--- config.mk ---
export PLATFORM = sky130hd
export DESIGN_NAME = lz77_decoder_stream_flat
export DESIGN_NICKNAME = d
export VERILOG_FILES = /design/src/rtl/lz77_decoder_stream_if.sv /design/src/rtl/lz77_decoder_stream.sv /design/src/flat_wrapper.sv
export SDC_FILE = /design/constraint.sdc
export NUM_CORES = 1
export LEC_CHECK = 0
export CORE_ASPECT_RATIO = 1.2
export CORE_MARGIN = 2
export CORE_UTILIZATION = 45
export CTS_BUF_LIST = sky130_fd_sc_hd__clkbuf_8
export DETAILED_ROUTE_END_ITERATION = 16
export GPL_ROUTABILITY_DRIVEN = 0
export SLEW_MARGIN = 20
export SYNTH_ARGS = -nofsm -noshare
export SYNTH_HDL_FRONTEND = slang
export SYNTH_SLANG_ARGS = --single-unit
--- constraint.sdc ---
create_clock -name clk -period 5.4 [get_ports clk]
set_clock_uncertainty 0.1 [all_clocks]
set_input_delay 1.08 -clock clk [delete_from_list [all_inputs] [get_ports clk]]
set_output_delay 1.08 -clock clk [all_outputs]
set_load 0.05 [all_outputs]
--- src/rtl/lz77_decoder_stream_if.sv ---
// lz77_decoder_stream_if: token input and character output handshake bundle
// for lz77_decoder_stream. The decoder connects through the slave modport;
// the token source / character sink side uses the master modport.
interface lz77_decoder_stream_if #(
  parameter int WCHAR = 8,
  parameter int WPOS  = 4,
  parameter int WLEN  = 3
);
  logic             in_valid;
  logic             in_ready;
  logic [WPOS-1:0]  code_pos;
  logic [WLEN-1:0]  code_len;
  logic [WCHAR-1:0] chardata;
  logic             out_valid;
  logic             out_ready;
  logic [WCHAR-1:0] char_nxt;
  logic             finish;
  logic             err;

  modport master (
    output in_valid, code_pos, code_len, chardata, out_ready,
    input  in_ready, out_valid, char_nxt, finish, err
  );

  modport slave (
    input  in_valid, code_pos, code_len, chardata, out_ready,
    output in_ready, out_valid, char_nxt, finish, err
  );
endinterface

--- src/rtl/lz77_decoder_stream.sv ---
// lz77_decoder_stream: flow-controlled LZ77 token expander.
// Each accepted (pos, len, literal) token yields len characters copied from
// the search buffer followed by the literal, one character per output
// handshake. The end-sign literal moves the block into a terminal DONE state
// with finish asserted until reset.
// Optional feature macro: LZ77_DEC_ERR_EN -- when defined, accepting a token
// whose code_pos lies beyond the search buffer raises a sticky err flag.
module lz77_decoder_stream #(
  parameter int               WSEARCH = 9,
  parameter int               WCHAR   = 8,
  parameter int               WPOS    = 4,
  parameter int               WLEN    = 3,
  parameter logic [WCHAR-1:0] END_SGN = WCHAR'(8'h24)
) (
  input logic                  clk,
  input logic                  reset,
  lz77_decoder_stream_if.slave bus
);

  typedef enum logic [2:0] {IDLE, COPY, LIT, DRAIN, DONE} state_t;

  state_t           state;
  logic [WCHAR-1:0] buf_q [WSEARCH];
  logic [WPOS-1:0]  pos_q;
  logic [WLEN-1:0]  len_q;
  logic [WLEN-1:0]  cnt_q;
  logic [WCHAR-1:0] lit_q;
  logic [WCHAR-1:0] char_p0;
  logic             vld_p0;
  logic             in_ready_q;
  logic             finish_q;
  logic             load;
  logic [WCHAR-1:0] copy_char;
  logic [WCHAR-1:0] load_char;

  // Search buffer read; positions past the buffer depth read as zero.
  always_comb begin
    copy_char = '0;
    for (int i = 0; i < WSEARCH; i++) begin
      if (32'(pos_q) == 32'(i)) copy_char = buf_q[i];
    end
  end

  assign load      = ((state == COPY) || (state == LIT)) && (!vld_p0 || bus.out_ready);
  assign load_char = (state == LIT) ? lit_q : copy_char;

  // Search buffer: every produced character shifts in at position 0.
  always_ff @(posedge clk or negedge reset) begin
    if (!reset) begin
      for (int i = 0; i < WSEARCH; i++) buf_q[i] <= '0;
    end else if (load) begin
      buf_q[0] <= load_char;
      for (int i = 1; i < WSEARCH; i++) buf_q[i] <= buf_q[i-1];
    end
  end

  // Token FSM with registered handshake outputs and output character stage.
  always_ff @(posedge clk or negedge reset) begin
    if (!reset) begin
      state      <= IDLE;
      pos_q      <= '0;
      len_q      <= '0;
      cnt_q      <= '0;
      lit_q      <= '0;
      char_p0    <= '0;
      vld_p0     <= 1'b0;
      in_ready_q <= 1'b1;
      finish_q   <= 1'b0;
    end else begin
      if (load) begin
        char_p0 <= load_char;
        vld_p0  <= 1'b1;
      end else if (vld_p0 && bus.out_ready) begin
        vld_p0  <= 1'b0;
      end

      case (state)
        IDLE: begin
          if (bus.in_valid) begin
            pos_q      <= bus.code_pos;
            len_q      <= bus.code_len;
            lit_q      <= bus.chardata;
            cnt_q      <= '0;
            in_ready_q <= 1'b0;
            state      <= (bus.code_len != '0) ? COPY : LIT;
          end
        end
        COPY: begin
          if (load) begin
            cnt_q <= cnt_q + WLEN'(1);
            if (cnt_q == len_q - WLEN'(1)) state <= LIT;
          end
        end
        LIT: begin
          if (load) begin
            if (lit_q == END_SGN) begin
              state <= DRAIN;
            end else begin
              state      <= IDLE;
              in_ready_q <= 1'b1;
            end
          end
        end
        DRAIN: begin
          // The end-sign is the only character in flight; wait for its transfer.
          if (vld_p0 && bus.out_ready) begin
            state    <= DONE;
            finish_q <= 1'b1;
          end
        end
        DONE: begin
          state <= DONE;
        end
        default: begin
          state <= IDLE;
        end
      endcase
    end
  end

`ifdef LZ77_DEC_ERR_EN
  logic err_q;

  // Sticky flag for tokens that point past the search buffer.
  always_ff @(posedge clk or negedge reset) begin
    if (!reset) begin
      err_q <= 1'b0;
    end else if ((state == IDLE) && bus.in_valid &&
                 (32'(bus.code_pos) >= 32'(WSEARCH))) begin
      err_q <= 1'b1;
    end
  end

  assign bus.err = err_q;
`else
  assign bus.err = 1'b0;
`endif

  assign bus.in_ready  = in_ready_q;
  assign bus.out_valid = vld_p0;
  assign bus.char_nxt  = char_p0;
  assign bus.finish    = finish_q;

endmodule

--- src/flat_wrapper.sv ---
// flat-port wrapper written by rule: the top's interface ports become plain ports
module lz77_decoder_stream_flat 
#(
  parameter int               WSEARCH = 9,
  parameter int               WCHAR   = 8,
  parameter int               WPOS    = 4,
  parameter int               WLEN    = 3,
  parameter logic [WCHAR-1:0] END_SGN = WCHAR'(8'h24)
)
  (clk, reset, bus_in_valid, bus_code_pos, bus_code_len, bus_chardata, bus_out_ready, bus_in_ready, bus_out_valid, bus_char_nxt, bus_finish, bus_err);
  lz77_decoder_stream_if #(.WCHAR(WCHAR), .WPOS(WPOS), .WLEN(WLEN)) bus_i ();
  input logic clk;
  input logic reset;
  input wire logic [$bits(bus_i.in_valid)-1:0] bus_in_valid;
  input wire logic [$bits(bus_i.code_pos)-1:0] bus_code_pos;
  input wire logic [$bits(bus_i.code_len)-1:0] bus_code_len;
  input wire logic [$bits(bus_i.chardata)-1:0] bus_chardata;
  input wire logic [$bits(bus_i.out_ready)-1:0] bus_out_ready;
  output wire logic [$bits(bus_i.in_ready)-1:0] bus_in_ready;
  output wire logic [$bits(bus_i.out_valid)-1:0] bus_out_valid;
  output wire logic [$bits(bus_i.char_nxt)-1:0] bus_char_nxt;
  output wire logic [$bits(bus_i.finish)-1:0] bus_finish;
  output wire logic [$bits(bus_i.err)-1:0] bus_err;
  assign bus_i.in_valid = bus_in_valid;
  assign bus_i.code_pos = bus_code_pos;
  assign bus_i.code_len = bus_code_len;
  assign bus_i.chardata = bus_chardata;
  assign bus_i.out_ready = bus_out_ready;
  assign bus_in_ready = bus_i.in_ready;
  assign bus_out_valid = bus_i.out_valid;
  assign bus_char_nxt = bus_i.char_nxt;
  assign bus_finish = bus_i.finish;
  assign bus_err = bus_i.err;
  lz77_decoder_stream #(.WSEARCH(WSEARCH), .WCHAR(WCHAR), .WPOS(WPOS), .WLEN(WLEN), .END_SGN(END_SGN)) u_core (.clk(clk), .reset(reset), .bus(bus_i));
endmodule
==> results.cfg <==
[cts]
clkTransAtPathRegs_ns = 0.08
cts_buffer_depth = 2
post_cts_resize_count = 0
root_buffer = clkbuf_8
numClockSinks = 96
cts_tree = done
cts_hold_buf = 0
cts_setup_buffers = 0
htreeDepth = 3
clkLatencyLatePin_ns = 0.35
numCtsBuffers = 9

[cells_and_area]
nets = 432
drive_gt1_share_pct = 22.6
area_growth_pct = 10.6
final_cell_mix = 95 x dfrtp_1, 64 x mux2_2, 56 x nand2_1, 28 x clkdlybuf4s50_1
layout_commonest_cell = dfrtp_1
n_antenna_cell = 0
post-route-cell-area_mm2 = 0.00519

[worst_setup_path]
cp.arrival_ns = 3.01
worstPathRequired_ns = 5.54
startpoint_type = primary input
path_class = primary input to flip-flop
endpoint_kind = flip-flop
crit_fanout = 65

[synth]
ys_seq_area_share_pct = 51.2
netlist_area_mm2 = 0.00469
synth-seq-cells = 96
synth-async-reset-ratio_pct = 100
yosys_warnings = 0
syn_nets = 423
synthFlopType = dfrtp_1
synth-simple-area-share_pct = 13.1
synth_fa_ha_area_share_pct = 0.533
synth_area_per_cell_um2 = 11.7
synth-xor-area-share_pct = 1.23
synth_top_family_by_area = multiplexers
synth_edf_count = 0
netlist_instances = 402
synthMuxAreaShare_pct = 18.1
synth_compound_area_share_pct = 11.1
synth_cell_type_count = 56

[global_route]
gr-total-overflow = 0
grt_use_total_pct = 17.7
grt_max_degree = 66
grt_pass1_vias = 3046
grt_pass1_wl_um = 15900
antenna_found_initial = 0

[floorplanning]
core_region_area_mm2 = 0.0101
die_area_mm2 = 0.0113
initial_core_util_pct = 46.6
die_w_um = 97.2
num_rows = 40
io_pins = 31
die_y_um = 116

[power]
p_seq_share_pct = 58.7
power_density_mw_per_mm2 = 236
peakVddDrop_uv = 125
total_leakage_power_nw = 2.37
combPwrFrac_pct = 2.5
internal_power_uw = 966
p_switching_uw = 258
swShare_pct = 21.1
pwr-share-clk_pct = 38.8

[drt]
ant_nets = 0
top_layer = met4
wl_met2_um = 4390
drt_iter0_drc = 183
wl_per_cell_um = 17.1
met3_length_um = 328
wirelength_um = 9260
vias_per_cell = 5.68
met1Wirelength_um = 4390
firstDrtPassIters = 4
vias = 3077
drc = 0

[sta]
min_period_ns = 2.87
worst_pin_slew_ns = 0.986
grt_setup_unrepaired = false
drv_slew = 0
fin_setup_tns_ns = 0
setup_viol = 0
hold_viol_final = 0
max_freq_ghz = 0.348
max_slew_margin_pct = 34.3
min_period_over_period_pct = 53.1

[place]
placed_cell_area_mm2 = 0.00498
post-dp-hpwl_um = 6050
port_buffers = 29

[min_path]
hp-class = flip-flop to flip-flop

[status]
status = completed

[run]
cap_viol_max_count = 0
-- sequential cells by signal, summed over array words and instances, names as in the netlist --
register	count
u_core.buf_q	64
u_core.bus.char_nxt	8
u_core.bus.finish	1
u_core.bus.in_ready	1
u_core.bus.out_valid	1
u_core.cnt_q	3
u_core.len_q	3
u_core.lit_q	8
u_core.pos_q	4
u_core.state	3
-- Yosys cell counts (2+ instances only) --
library cell,count,area (um2)
clkbuf_1,14,52.6
nand3_1,3,15.0
a311oi_1,4,35.0
a211oi_1,4,30.0
a21oi_1,3,15.0
nor3_1,8,40.0
nor2b_1,6,37.5
a32o_1,4,40.0
buf_4,9,67.6
xnor2_1,2,17.5
o22ai_1,7,43.8
nor4bb_1,3,30.0
o221ai_1,3,26.3
nor2_1,7,26.3
nor4b_1,6,52.6
a31oi_1,6,37.5
o21ai_0,5,25.0
o211a_1,3,30.0
ha_1,2,25.0
buf_6,3,33.8
xor2_1,2,17.5
a221oi_1,4,35.0
buf_2,10,50.1
nand2_1,56,210
dfrtp_1,95,2380
mux2i_1,13,130
inv_1,4,15.0
mux2_2,64,721
o2bb2ai_1,5,43.8
nand2b_1,13,81.3
nand3b_1,3,22.5
o21a_1,7,52.6
-- worst max-delay path: stages --
cell,delay [ns]
clkdlybuf4s50_1,0.50
nor2b_1,0.11
nor3_2,0.11
buf_4,0.64
nand2_1,0.24
a32o_1,0.28
-- cells by family after synthesis --
kind of cell	count (synthesis)
AND/OR/NAND/NOR	117
flip-flops	96
multiplexers	77
AO/OA/AOI/OAI	64
buffers and inverters	40
XOR/XNOR	5
adder cells (fa/ha/maj)	2
other	1
-- cell type report --
type,instances,area [um2]
clock buffers,11,151
clock inverters,5,48.8
fillers,861,4870
inverters,4,15.0
multi-input cells,266,2090
flip-flops and latches,96,2400
well taps,126,158
repair buffers,34,325
-- per-layer routing --
layer  track usage (%)  vias up
li1                  -     1469
met1              24.5     1538
met2              28.5       59
met3              2.83       11
met4              6.85        0
met5                 0        -
-- stage by stage --
step	utilization, %	setup WS [ns]	power (mW)	hold slack [ns]	cells
4_1_cts	51.5	2.52	1.24	0.384	542
6_report	51.6	2.53	1.22	0.375	542
2_1_floorplan	-	3.10	0.736	0.351	402
3_5_place_dp	49.5	2.17	0.765	0.357	526
5_1_grt	51.6	2.34	1.28	0.425	542
3_3_place_gp	49.5	2.24	0.764	0.357	526
-- final timing paths --
| path | start | endpoint | slack, ns | depth (start not counted) |
|---|---|---|---|---|
| worst max-delay path | bus_out_ready | u_core.bus.char_nxt[4] | 2.53 | 6 |
| worst min-delay path | u_core.bus.finish | u_core.bus.finish | 0.38 | 1 |
| worst max register to register | u_core.pos_q[1] | u_core.bus.char_nxt[0] | 2.61 | 4 |
| worst min register to register | u_core.bus.finish | u_core.bus.finish | 0.38 | 1 |
| max in group asynchronous | reset | u_core.bus.in_ready | 3.50 | 2 |
| min in group asynchronous | reset | u_core.buf_q[46] | 0.71 | 1 |
-- power by group through the flow --
stage	registers, mW	clock network [mW]	logic [mW]
after detailed placement	0.733	0	0.0322
after CTS	0.718	0.492	0.0322
final	0.718	0.475	0.0308
after floorplan	0.733	0	0.00360
after global placement	0.733	0	0.0315
after global routing	0.718	0.522	0.0350
(Power assumes the default switching activity.)
